## config.mk

```make
export PLATFORM = sky130hd
export DESIGN_NAME = pipe_split_chan
export DESIGN_NICKNAME = d
export VERILOG_FILES = /design/src/rtl/pipe_split_chan_pkg.sv /design/src/rtl/pipe_split_stage.sv /design/src/rtl/pipe_split_chan.sv
export SDC_FILE = /design/constraint.sdc
export NUM_CORES = 1
export LEC_CHECK = 0
export CORE_UTILIZATION = 50
export DETAILED_ROUTE_END_ITERATION = 10
export PLACE_DENSITY = 0.84
export SYNTH_ARGS = -nofsm -noshare
export SYNTH_HDL_FRONTEND = slang
export SYNTH_SLANG_ARGS = --single-unit
```

## constraint.sdc

```tcl
create_clock -name clk -period 4.2 [get_ports clk]
set_clock_uncertainty 0.05 [all_clocks]
set_input_delay 0.84 -clock clk [delete_from_list [all_inputs] [get_ports clk]]
set_output_delay 0.84 -clock clk [all_outputs]
set_load 0.01 [all_outputs]
```

## src/rtl/pipe_split_chan_pkg.sv

```systemverilog
// Shared helpers for pipe_split_chan: MSB-first channel slicing and occupancy width.
package pipe_split_chan_pkg;

  localparam int MAX_BUS_W = 1024;
  localparam int MAX_CH_W  = 256;

  function automatic int occ_w(input int stages);
    return $clog2(stages + 1);
  endfunction

  // Channel 0 is the most-significant slice, matching {ch0, ch1, ...} concatenation order.
  function automatic logic [MAX_CH_W-1:0] ch_slice(input logic [MAX_BUS_W-1:0] bus,
                                                   input int idx,
                                                   input int num_ch,
                                                   input int ch_w);
    logic [MAX_BUS_W-1:0] v_sh;
    v_sh = bus >> ((num_ch - 1 - idx) * ch_w);
    return v_sh[MAX_CH_W-1:0] & ~({MAX_CH_W{1'b1}} << ch_w);
  endfunction

endpackage

```

## src/rtl/pipe_split_stage.sv

```systemverilog
// One valid/ready register stage; advance decision is made by the parent so the
// ready chain stays a single combinational pass.
module pipe_split_stage #(
  parameter int W = 8
) (
  input  logic         clk,
  input  logic         rst,
  input  logic         i_flush,
  input  logic         i_adv,
  input  logic         i_valid,
  input  logic [W-1:0] i_data,
  output logic         o_valid,
  output logic [W-1:0] o_data
);

  logic         r_valid;
  logic [W-1:0] r_data;

  always_ff @(posedge clk or posedge rst) begin
    if (rst) begin
      r_valid <= 1'b0;
      r_data  <= '0;
    end else if (i_flush) begin
      r_valid <= 1'b0;
    end else if (i_adv) begin
      r_valid <= i_valid;
      if (i_valid) r_data <= i_data;
    end
  end

  assign o_valid = r_valid;
  assign o_data  = r_data;

endmodule

```

## src/rtl/pipe_split_chan.sv

```systemverilog
// STAGES-deep valid/ready pipeline that splits a packed bus into gated channel slices.
// Optional per-channel parity under `define PIPE_SPLIT_CHAN_PARITY_EN.
module pipe_split_chan
  import pipe_split_chan_pkg::*;
#(
  parameter int NUM_CH = 2,
  parameter int CH_W   = 8,
  parameter int STAGES = 2
) (
  input  logic                       clk,
  input  logic                       rst,
`ifdef PIPE_SPLIT_CHAN_PARITY_EN
  input  logic                       inj_par_err,
  output logic [0:NUM_CH-1]          out_ch_par,
`endif
  input  logic                       flush,
  input  logic                       in_valid,
  output logic                       in_ready,
  input  logic [NUM_CH*CH_W-1:0]     in_data,
  input  logic [0:NUM_CH-1]          in_ch_en,
  output logic                       out_valid,
  input  logic                       out_ready,
  output logic [CH_W-1:0]            out_ch_data [NUM_CH],
  output logic [0:NUM_CH-1]          out_ch_en,
  output logic [occ_w(STAGES)-1:0]   occupancy
);

  localparam int DW = NUM_CH * CH_W;
  localparam int OW = occ_w(STAGES);
`ifdef PIPE_SPLIT_CHAN_PARITY_EN
  localparam int PW = 2 * NUM_CH + DW;
`else
  localparam int PW = NUM_CH + DW;
`endif

  // Enable bit i belongs to channel i; bit 0 is the MSB, mirroring the bus order.
  typedef logic [0:NUM_CH-1] ch_en_t;

  logic [DW-1:0]     w_gated;
  logic [DW-1:0]     w_last_data;
  logic [STAGES:0]   w_valid;
  logic [PW-1:0]     w_pay [STAGES+1];
  logic [STAGES-1:0] w_adv;
  logic              w_accept;
  logic              w_xfer;
  logic [OW-1:0]     r_occ;
`ifdef PIPE_SPLIT_CHAN_PARITY_EN
  ch_en_t            w_par_in;
`endif

  for (genvar i = 0; i < NUM_CH; i++) begin : g_ch
    logic [CH_W-1:0] w_in_slice;
    logic [CH_W-1:0] w_gate_slice;
    assign w_in_slice   = CH_W'(ch_slice(MAX_BUS_W'(in_data), i, NUM_CH, CH_W));
    assign w_gate_slice = in_ch_en[i] ? w_in_slice : '0;
    assign w_gated[(NUM_CH-i)*CH_W-1 -: CH_W] = w_gate_slice;
`ifdef PIPE_SPLIT_CHAN_PARITY_EN
    if (i == 0) begin : g_inj
      assign w_par_in[i] = (^w_gate_slice) ^ inj_par_err;
    end else begin : g_plain
      assign w_par_in[i] = ^w_gate_slice;
    end
`endif
    assign out_ch_data[i] = CH_W'(ch_slice(MAX_BUS_W'(w_last_data), i, NUM_CH, CH_W));
  end

  assign w_valid[0] = in_valid;
`ifdef PIPE_SPLIT_CHAN_PARITY_EN
  assign w_pay[0] = {in_ch_en, w_gated, w_par_in};
  assign {out_ch_en, w_last_data, out_ch_par} = w_pay[STAGES];
`else
  assign w_pay[0] = {in_ch_en, w_gated};
  assign {out_ch_en, w_last_data} = w_pay[STAGES];
`endif

  // Stage k advances when any stage from k onward is empty or the consumer takes the beat.
  always_comb begin
    logic v_run;
    w_adv = '0;
    v_run = out_ready;
    for (int k = STAGES - 1; k >= 0; k--) begin
      v_run    = v_run | ~w_valid[k+1];
      w_adv[k] = v_run;
    end
  end

  for (genvar k = 0; k < STAGES; k++) begin : g_stage
    pipe_split_stage #(.W(PW)) u_stage (
      .clk     (clk),
      .rst     (rst),
      .i_flush (flush),
      .i_adv   (w_adv[k]),
      .i_valid (w_valid[k]),
      .i_data  (w_pay[k]),
      .o_valid (w_valid[k+1]),
      .o_data  (w_pay[k+1])
    );
  end

  assign in_ready  = w_adv[0];
  assign out_valid = w_valid[STAGES];
  assign w_accept  = in_valid & in_ready;
  assign w_xfer    = out_valid & out_ready;

  always_ff @(posedge clk or posedge rst) begin
    if (rst) begin
      r_occ <= '0;
    end else if (flush) begin
      r_occ <= '0;
    end else if (w_accept && !w_xfer) begin
      r_occ <= r_occ + 1'b1;
    end else if (!w_accept && w_xfer) begin
      r_occ <= r_occ - 1'b1;
    end
  end

  assign occupancy = r_occ;

endmodule
```

; After elaboration in Yosys (flattened, before gate mapping)
; Cells that the tools add are included.
[op_classes]
n_reduce_logical = 9
bitwise = 7
n_mux = 9
n_addsub = 2
[ops]
columns = op, n
row1 = 8-bit 2-to-1 mux, 2
row2 = 2-bit 2-to-1 mux, 3
row3 = 3-bit AND reduction, 2
row4 = 1-bit 2-to-1 mux, 4
row5 = 2-bit nonzero test, 2
row6 = 1-bit inverter, 3
row7 = 3-bit nonzero test, 1
row8 = "2-bit by 1-bit adder with 2-bit output, second input constant", 1
row9 = 1-bit bitwise AND, 2
row10 = 1-bit logical AND, 2
row11 = 1-bit zero test, 2
row12 = 1-bit OR, 2
row13 = "2-bit by 1-bit subtractor with 2-bit output, second input constant", 1
[totals]
output_inout_bits = 22
register_bits = 40

; Logic depth before layout (Yosys ltp)
; Gate-level depths: netlist (run 1).
[depth]
word_depth = 9
ltp_mapped = 5
depth_no_buf = 4

; Modules after synthesis
; Synthesis (run 1) repeated with hierarchy kept, for this count alone.
[hier_totals]
hier_cells = 116
area_unflattened_um2 = 1783.0
[by_module_without_submodules]
columns = mod, instances, area_per_inst_um2, seq_area_each_um2, cells_each
row1 = pipe_split_stage, 2, 764.5, 475.5, 42
row2 = pipe_split_chan, 1, 254.0, 50.0, 32

; Least setup slack after synthesis (run 1)
; OpenSTA, ideal clock, no wires.
[synth_timing]
path_kind = input to register
from = input flush
to = register g_stage[1].u_stage.r_data[10]
path_slack_ps = 2180
path_stages = 5
setup_time_ps = 127
arrival_time_ps = 1842
path_cell_list = buf_2 > nor3b_1 > buf_2 > buf_6 > mux2_1
[synth_between]
elab_chain_len = 2
[synth_rtl]
columns = item, line_no
row1 = "start, declared", pipe_split_chan.sv:16  ; input logic flush,
row2 = 1-bit inverter (no source line), -
row3 = 3-bit AND reduction (no source line), -
row4 = "end signal, assigned", pipe_split_stage.sv:27  ; if (i_valid) r_data <= i_data;
row5 = "end, declared", pipe_split_stage.sv:17  ; logic [W-1:0] r_data;
; Every way passes these cells.
; A chain may end at the register's enable or synchronous reset.

; Worst setup path after layout (run 1)
[layout_timing]
from = input out_ready
to = output in_ready
[layout_between]
elab_chain_len = 2
[layout_rtl]
columns = item, line_no
row1 = "start, declared", pipe_split_chan.sv:22  ; input logic out_ready,
row2 = 1-bit OR (2 in series), pipe_split_chan.sv:82  ; v_run = v_run | ~w_valid[k+1];
row3 = "end, declared", pipe_split_chan.sv:18  ; output logic in_ready,
; Every way passes these cells.

==> results of run 1 <==
[layout make-up]
type	instances	area, sq um
Clock buffer	7	65.06
Multi-Input combinational cell	87	574.3
Tap cell	44	55.05
Timing Repair Buffer	46	455.4
Sequential cell	40	1001
Fill cell	237	894.6
Inverter	2	7.507
[kinds of logic after synthesis]
group | Yosys count | synth area share, %
AND/OR/NAND/NOR | 44 | 12.67
flip-flops | 40 | 61.82
multiplexers | 20 | 13.91
buffers and inverters | 10 | 3.014
AO/OA/AOI/OAI | 23 | 8.578
[power groups by stage]
stage / combinational [mW] / sequential (mW) / clock (mW)
floorplan: 0.0749 / 0.500 / 0
global placement: 0.206 / 0.483 / 0
detailed placement: 0.213 / 0.487 / 0
CTS: 0.214 / 0.479 / 0.211
global route: 0.230 / 0.485 / 0.225
finish: 0.211 / 0.479 / 0.207
[flip-flops by register name (all words and copies together) (netlist names)]
register	cells
occupancy	2
g_stage.u_stage.o_valid	2
g_stage.u_stage.o_data	36
[per-layer routing]
metal / up-vias / share of wire (%) / wire, microns / GRT usage (%)
met5: - / 0 / 0 / 0
met4: 0 / 1.7 / 52 / 8.844
met3: 7 / 4.3 / 132 / 5.275
met2: 30 / 52 / 1587 / 33.77
met1: 551 / 42 / 1278 / 24.52
li1: 553 / - / - / -
[worst max-delay path by stage]
stage / start / cells after the start / slack (ns) / end
6_report: out_ready / 4 / 1.16 / in_ready
5_1_grt: out_ready / 4 / 1.10 / in_ready
4_1_cts: out_ready / 4 / 1.17 / in_ready
3_5_place_dp: out_ready / 4 / 1.17 / in_ready
3_3_place_gp: out_ready / 4 / 1.22 / in_ready
2_1_floorplan: flush / 5 / 2.18 / g_stage[1].u_stage.o_data[10]
[worst max-delay path, stage by stage]
cell	delay [ns]
clkdlybuf4s50_1	0.48
nor2b_2	0.23
nand2_1	0.11
clkdlybuf4s50_1	0.49
[cell usage in the layout (no fill, tap or decap)]
master | Yosys | layout
inv_1 | 2 | 2
nor2_1 | 2 | 2
dfrtp_1 | 40 | 40
nor3_1 | 1 | 1
a221oi_2 | 1 | 1
nor2b_1 | 1 | 1
nor3b_1 | 2 | 1
clkbuf_8 | 0 | 2
nand2_1 | 33 | 33
nor4b_2 | 1 | 1
a21o_1 | 1 | 1
or2b_1 | 1 | 1
nor2b_2 | 1 | 1
and2b_1 | 1 | 1
a211o_1 | 2 | 2
mux2_1 | 12 | 12
a21oi_1 | 1 | 1
clkdlybuf4s50_1 | 0 | 44
clkbuf_4 | 0 | 5
o21ai_1 | 17 | 17
or3b_1 | 1 | 1
nor3b_2 | 0 | 1
buf_4 | 0 | 2
a32oi_1 | 1 | 1
mux2_2 | 8 | 8
[through the flow]
stage / util (%) / instances / area [sq um] / power, mW
floorplan: - / 137 / 1619 / 0.5750
global placement: 68.57 / 219 / 2093 / 0.6891
detailed placement: 68.57 / 219 / 2093 / 0.6993
CTS: 70.70 / 226 / 2158 / 0.9039
global route: 70.70 / 226 / 2158 / 0.9409
finish: 70.70 / 226 / 2158 / 0.8966
==> metrics.md, run 1 <==
| Metric | Value |
|---|---|
| Outcome | complete, no violations |
| Synth-to-layout area growth | 33.31% |
| Mapped Nets | 160 |
| DP Wirelength | 2198 microns |
| Combinational power share | 23.5% |
| Register area share after synthesis | 61.82% |
| Minimum clock period | 3.037 ns |
| Commonest cells in the netlist | 40 x dfrtp_1, 33 x nand2_1, 17 x o21ai_1 |
| # diodes | 0 |
| NetSw | 227.9 uW |
| # Post-CTS Setup Buffers | 0 |
| Ys Warns | 0 |
| Routed WL | 3051 microns |
| Cell Pwr Density | 415.4 nW/um^2 |
| Reg2reg end | g_stage[0].u_stage.o_data[17] |
| Slew @ Worst Pin | 0.9824 ns |
| H-tree Lvls | 2 |
| Mapped cell area | 1619 sq um |
| Synth unique cells | 24 |
| Worst endpoint required time | 3.31 ns |
| Worst reg-to-reg path cell count | 3 |
| Area leader, netlist | dfrtp_1 |
| Die width | 58.91 microns |
| Initial Util | 53.03% |
| Clock power share | 23.1% |
| Gpl congestion | 0.7039 |
| Max Freq | 329.3 MHz |
| Fin crit share | 72.30% |
| Final worst slack | 1.163 ns |
| Die footprint | 3470 sq um |
| CTS clk-pin slew, worst paths | 0.11 ns |
| Drt drc | 0 |
| FFs w/ async S/R, synth | 100.0% |
| Number of global-route vias before repair | 1135 |
| Hold Path End | g_stage[1].u_stage.o_data[1] |
| Max_slew headroom | 34.51% |
| P_leak | 0.9827 nW |
| Worst hold path type | reg -> reg |
| CTS Buffer Depth | 2 |
| Worst hold slack | 0.4455 ns |
| Share of the synthesized area in the top cell type | 61.82% |
| Clk Latency, worst-skew pair | 0.33 ns |
| Hold buffers post-CTS | 0 |
| Switching share of power | 25.42% |
| Post-synth top flop | dfrtp_1 |
| I/O pins | 45 |
| Cts repair resizes | 0 |
| RSZ-0062 raised after global routing | no |
| Clock root cell | clkbuf_4 |
| Number of max-cap violations | 0 |
| Cells after synthesis | 137 |
| Nets@finish | 205 |
| Avg WL per Cell | 13.50 microns |
| Core area | 3053 sq um |
| Final hold violation count | 0 |
| Reg-to-Reg Start | g_stage[1].u_stage.o_valid |
| Yosys reg bits | 40 |
| First-pass GRT wire length | 5078 microns |
| Antenna violations before repair | 0 |
| Top-count cell post-synth | dfrtp_1 |
| Die height | 58.91 microns |
| Critical path type | in -> out |
| Vias | 1141 |
| Post-route setup TNS | 0 ns |
| Setup crit end kind | output port |
| Final setup viols | 0 |
| Critical path startpoint category | input port |
| Slew Limit Fails | 0 |
| Syn Area/Cell | 11.82 sq um |
| Part of the power in registers | 53.4% |
| P_int | 668.7 uW |
| Post-Place Worst Slack | 1.170 ns |
| Data arrival time of the critical path | 2.15 ns |
| EDFF count, synth | 0 |
| Clock tree sinks | 40 |
| Total GRT Usage | 20.14% |
| Worst IR Drop VDD | 0.2526 mV |
| Grt ovf | 0 |
| DR pass1 iterations | 4 |
| Largest net degree at the start of global routing | 35 |
| FF-to-FF setup slack | 2.18 ns |
| CTS buffer count | 5 |
| Area contributors post-synth | dfrtp_1 62%, mux2_1 8.3%, nand2_1 7.7% |
| FP Rows | 20 |
| DRT iter0 DRCs | 19 |
| PortBufs | 44 |
| Hold Path Origin | g_stage[1].u_stage.o_data[1] |
| Crit Path Max Fanout | 4 |
| Drt via density | 5.049 |
| Post-route ant nets | 0 |
| Hold path cells | 1 |
| CTS tree | done |
| Share of layout cells above drive strength 1 | 11.54% |
No activity file was read; power rests on OpenSTA's default activity.
==> run 2: changes to the inputs <==
- CORE_UTILIZATION: 50 -> 47
- PLACE_DENSITY: 0.84 -> 0.8
- clock period: 4.2 -> 2.9 ns (I/O delays scaled with it)
==> metrics.md, run 2 (synthesized netlist as in run 1, its figures left out) <==
| Metric | Value |
|---|---|
| Outcome | complete, no violations |
| Number of global-route vias before repair | 1185 |
| # Post-CTS Setup Buffers | 0 |
| Final worst slack | 0.4095 ns |
| Number of max-cap violations | 0 |
| Final hold violation count | 0 |
| PortBufs | 44 |
| Setup crit end kind | output port |
| Post-Place Worst Slack | 0.4042 ns |
| Layout Cells excl Fill | 230 |
| Fillers | 264 |
| Gpl congestion | 0.7080 |
| Drt via density | 4.861 |
| Slew Limit Fails | 0 |
| DR pass1 iterations | 4 |
| Placed insts | 222 |
| Cts repair resizes | 0 |
| Worst hold slack | 0.4409 ns |
| Die height | 60.69 microns |
| Worst endpoint required time | 2.27 ns |
| Avg WL per Cell | 13.01 microns |
| # diodes | 0 |
| Total GRT Usage | 19.85% |
| Die footprint | 3683 sq um |
| Fin crit share | 85.88% |
| Part of the power in registers | 53.7% |
| I/O pins | 45 |
| Reg area | 1001 sq um |
| Leading cell type in the layout, fill and taps excluded | clkdlybuf4s50_1 |
| Switching share of power | 26.49% |
| Post-route ant nets | 0 |
| DP Wirelength | 2226 microns |
| Combinational power share | 23.9% |
| Post-route setup TNS | 0 ns |
| Most frequent cells in the layout | 44 x clkdlybuf4s50_1, 40 x dfrtp_1, 33 x nand2_1 |
| Area taken by multi-input logic gates | 574.3 sq um |
| Critical path type | in -> out |
| Critical path startpoint category | input port |
| Minimum clock period | 2.491 ns |
| Synth-to-layout area growth | 34.47% |
| Worst hold path type | reg -> reg |
| Worst IR Drop VDD | 0.4650 mV |
| Hold buffers post-CTS | 0 |
| Final setup viols | 0 |
| Clk Latency, worst-skew pair | 0.34 ns |
| Nets@finish | 208 |
| P_int | 948.8 uW |
| P_leak | 0.9976 nW |
| H-tree Lvls | 2 |
| Clock power share | 22.5% |
| RSZ-0062 raised after global routing | no |
| FP Rows | 20 |
| CTS clk-pin slew, worst paths | 0.10 ns |
| Slew @ Worst Pin | 0.5064 ns |
| Antenna violations before repair | 0 |
| Routed WL | 2993 microns |
| Data arrival time of the critical path | 1.86 ns |
| Grt ovf | 0 |
| Clock tree sinks | 40 |
| Largest net degree at the start of global routing | 41 |
| CTS buffer count | 5 |
| Die width | 60.69 microns |
| Clock root cell | clkbuf_4 |
| Cell Pwr Density | 592.9 nW/um^2 |
| NetSw | 341.9 uW |
| CTS Buffer Depth | 2 |
| Number of flip-flops in the largest register | 36 |
| Crit Path Max Fanout | 4 |
| DRT iter0 DRCs | 40 |
| Initial Util | 51.35% |
| Vias | 1118 |
| CTS tree | done |
| Max_slew headroom | 66.24% |
| Max Freq | 401.5 MHz |
| Drt drc | 0 |
| Share of layout cells above drive strength 1 | 13.44% |
| First-pass GRT wire length | 5154 microns |
| Core area | 3153 sq um |
## run 2: cell count changes in the layout (fill, tap and decap cells not counted), sizes merged
cell    change
buf         +3
clkinv      +2
clkbuf      -1
## run 2: layer usage
metal	global-route usage [%]	vias to the layer above	wire length, microns	part of all wire (%)
li1	-	560	-	-
met1	22.79	523	1252	42
met2	34.38	31	1523	51
met3	5.970	4	171	5.7
met4	8.766	0	45	1.5
met5	0	-	0	0
## run 2: path summary, 6_finish.rpt
check                      slack (ns)  cells after the start                      endpoint                          from
hold / removal                   0.44                      2  g_stage[0].u_stage.o_data[5]  g_stage[0].u_stage.o_data[5]
hold reg to reg                  0.44                      2  g_stage[0].u_stage.o_data[5]  g_stage[0].u_stage.o_data[5]
setup / recovery                 0.41                      4                      in_ready                     out_ready
setup reg to reg                 1.20                      5  g_stage[0].u_stage.o_data[3]    g_stage[1].u_stage.o_valid
max in group asynchronous        1.87                      3  g_stage[0].u_stage.o_data[2]                           rst
min in group asynchronous        0.60                      3  g_stage[1].u_stage.o_data[8]                           rst
## run 2: final cells by class
| type | count | area share, % |
|---|---|---|
| clock buffer | 6 | 2.356 |
| clock inverter | 2 | 0.4598 |
| inverter | 2 | 0.3448 |
| multi-input combinational | 87 | 26.38 |
| sequential | 40 | 45.98 |
| tap | 44 | 2.529 |
| timing repair buffer | 49 | 21.95 |
## run 2: power groups by stage
stage,Clock (mW),Sequential (mW),Combinational (mW)
floorplan,0,0.724,0.108
global placement,0,0.699,0.302
detailed placement,0,0.706,0.313
CTS,0.296,0.695,0.314
global route,0.324,0.706,0.337
finish,0.290,0.693,0.308
## run 2: per-stage QoR
step | util, % | instance area [sq um] | power [mW]
2_1_floorplan | - | 1619 | 0.8327
3_3_place_gp | 67.10 | 2116 | 1.001
3_5_place_dp | 67.10 | 2116 | 1.019
4_1_cts | 69.05 | 2177 | 1.305
5_1_grt | 69.05 | 2177 | 1.367
6_report | 69.05 | 2177 | 1.291
## run 2: worst max-delay path: stages
cell and delay [ns]:
clkdlybuf4s50_1 0.48, nor2b_2 0.22, nand2_1 0.09, clkdlybuf4s50_1 0.48
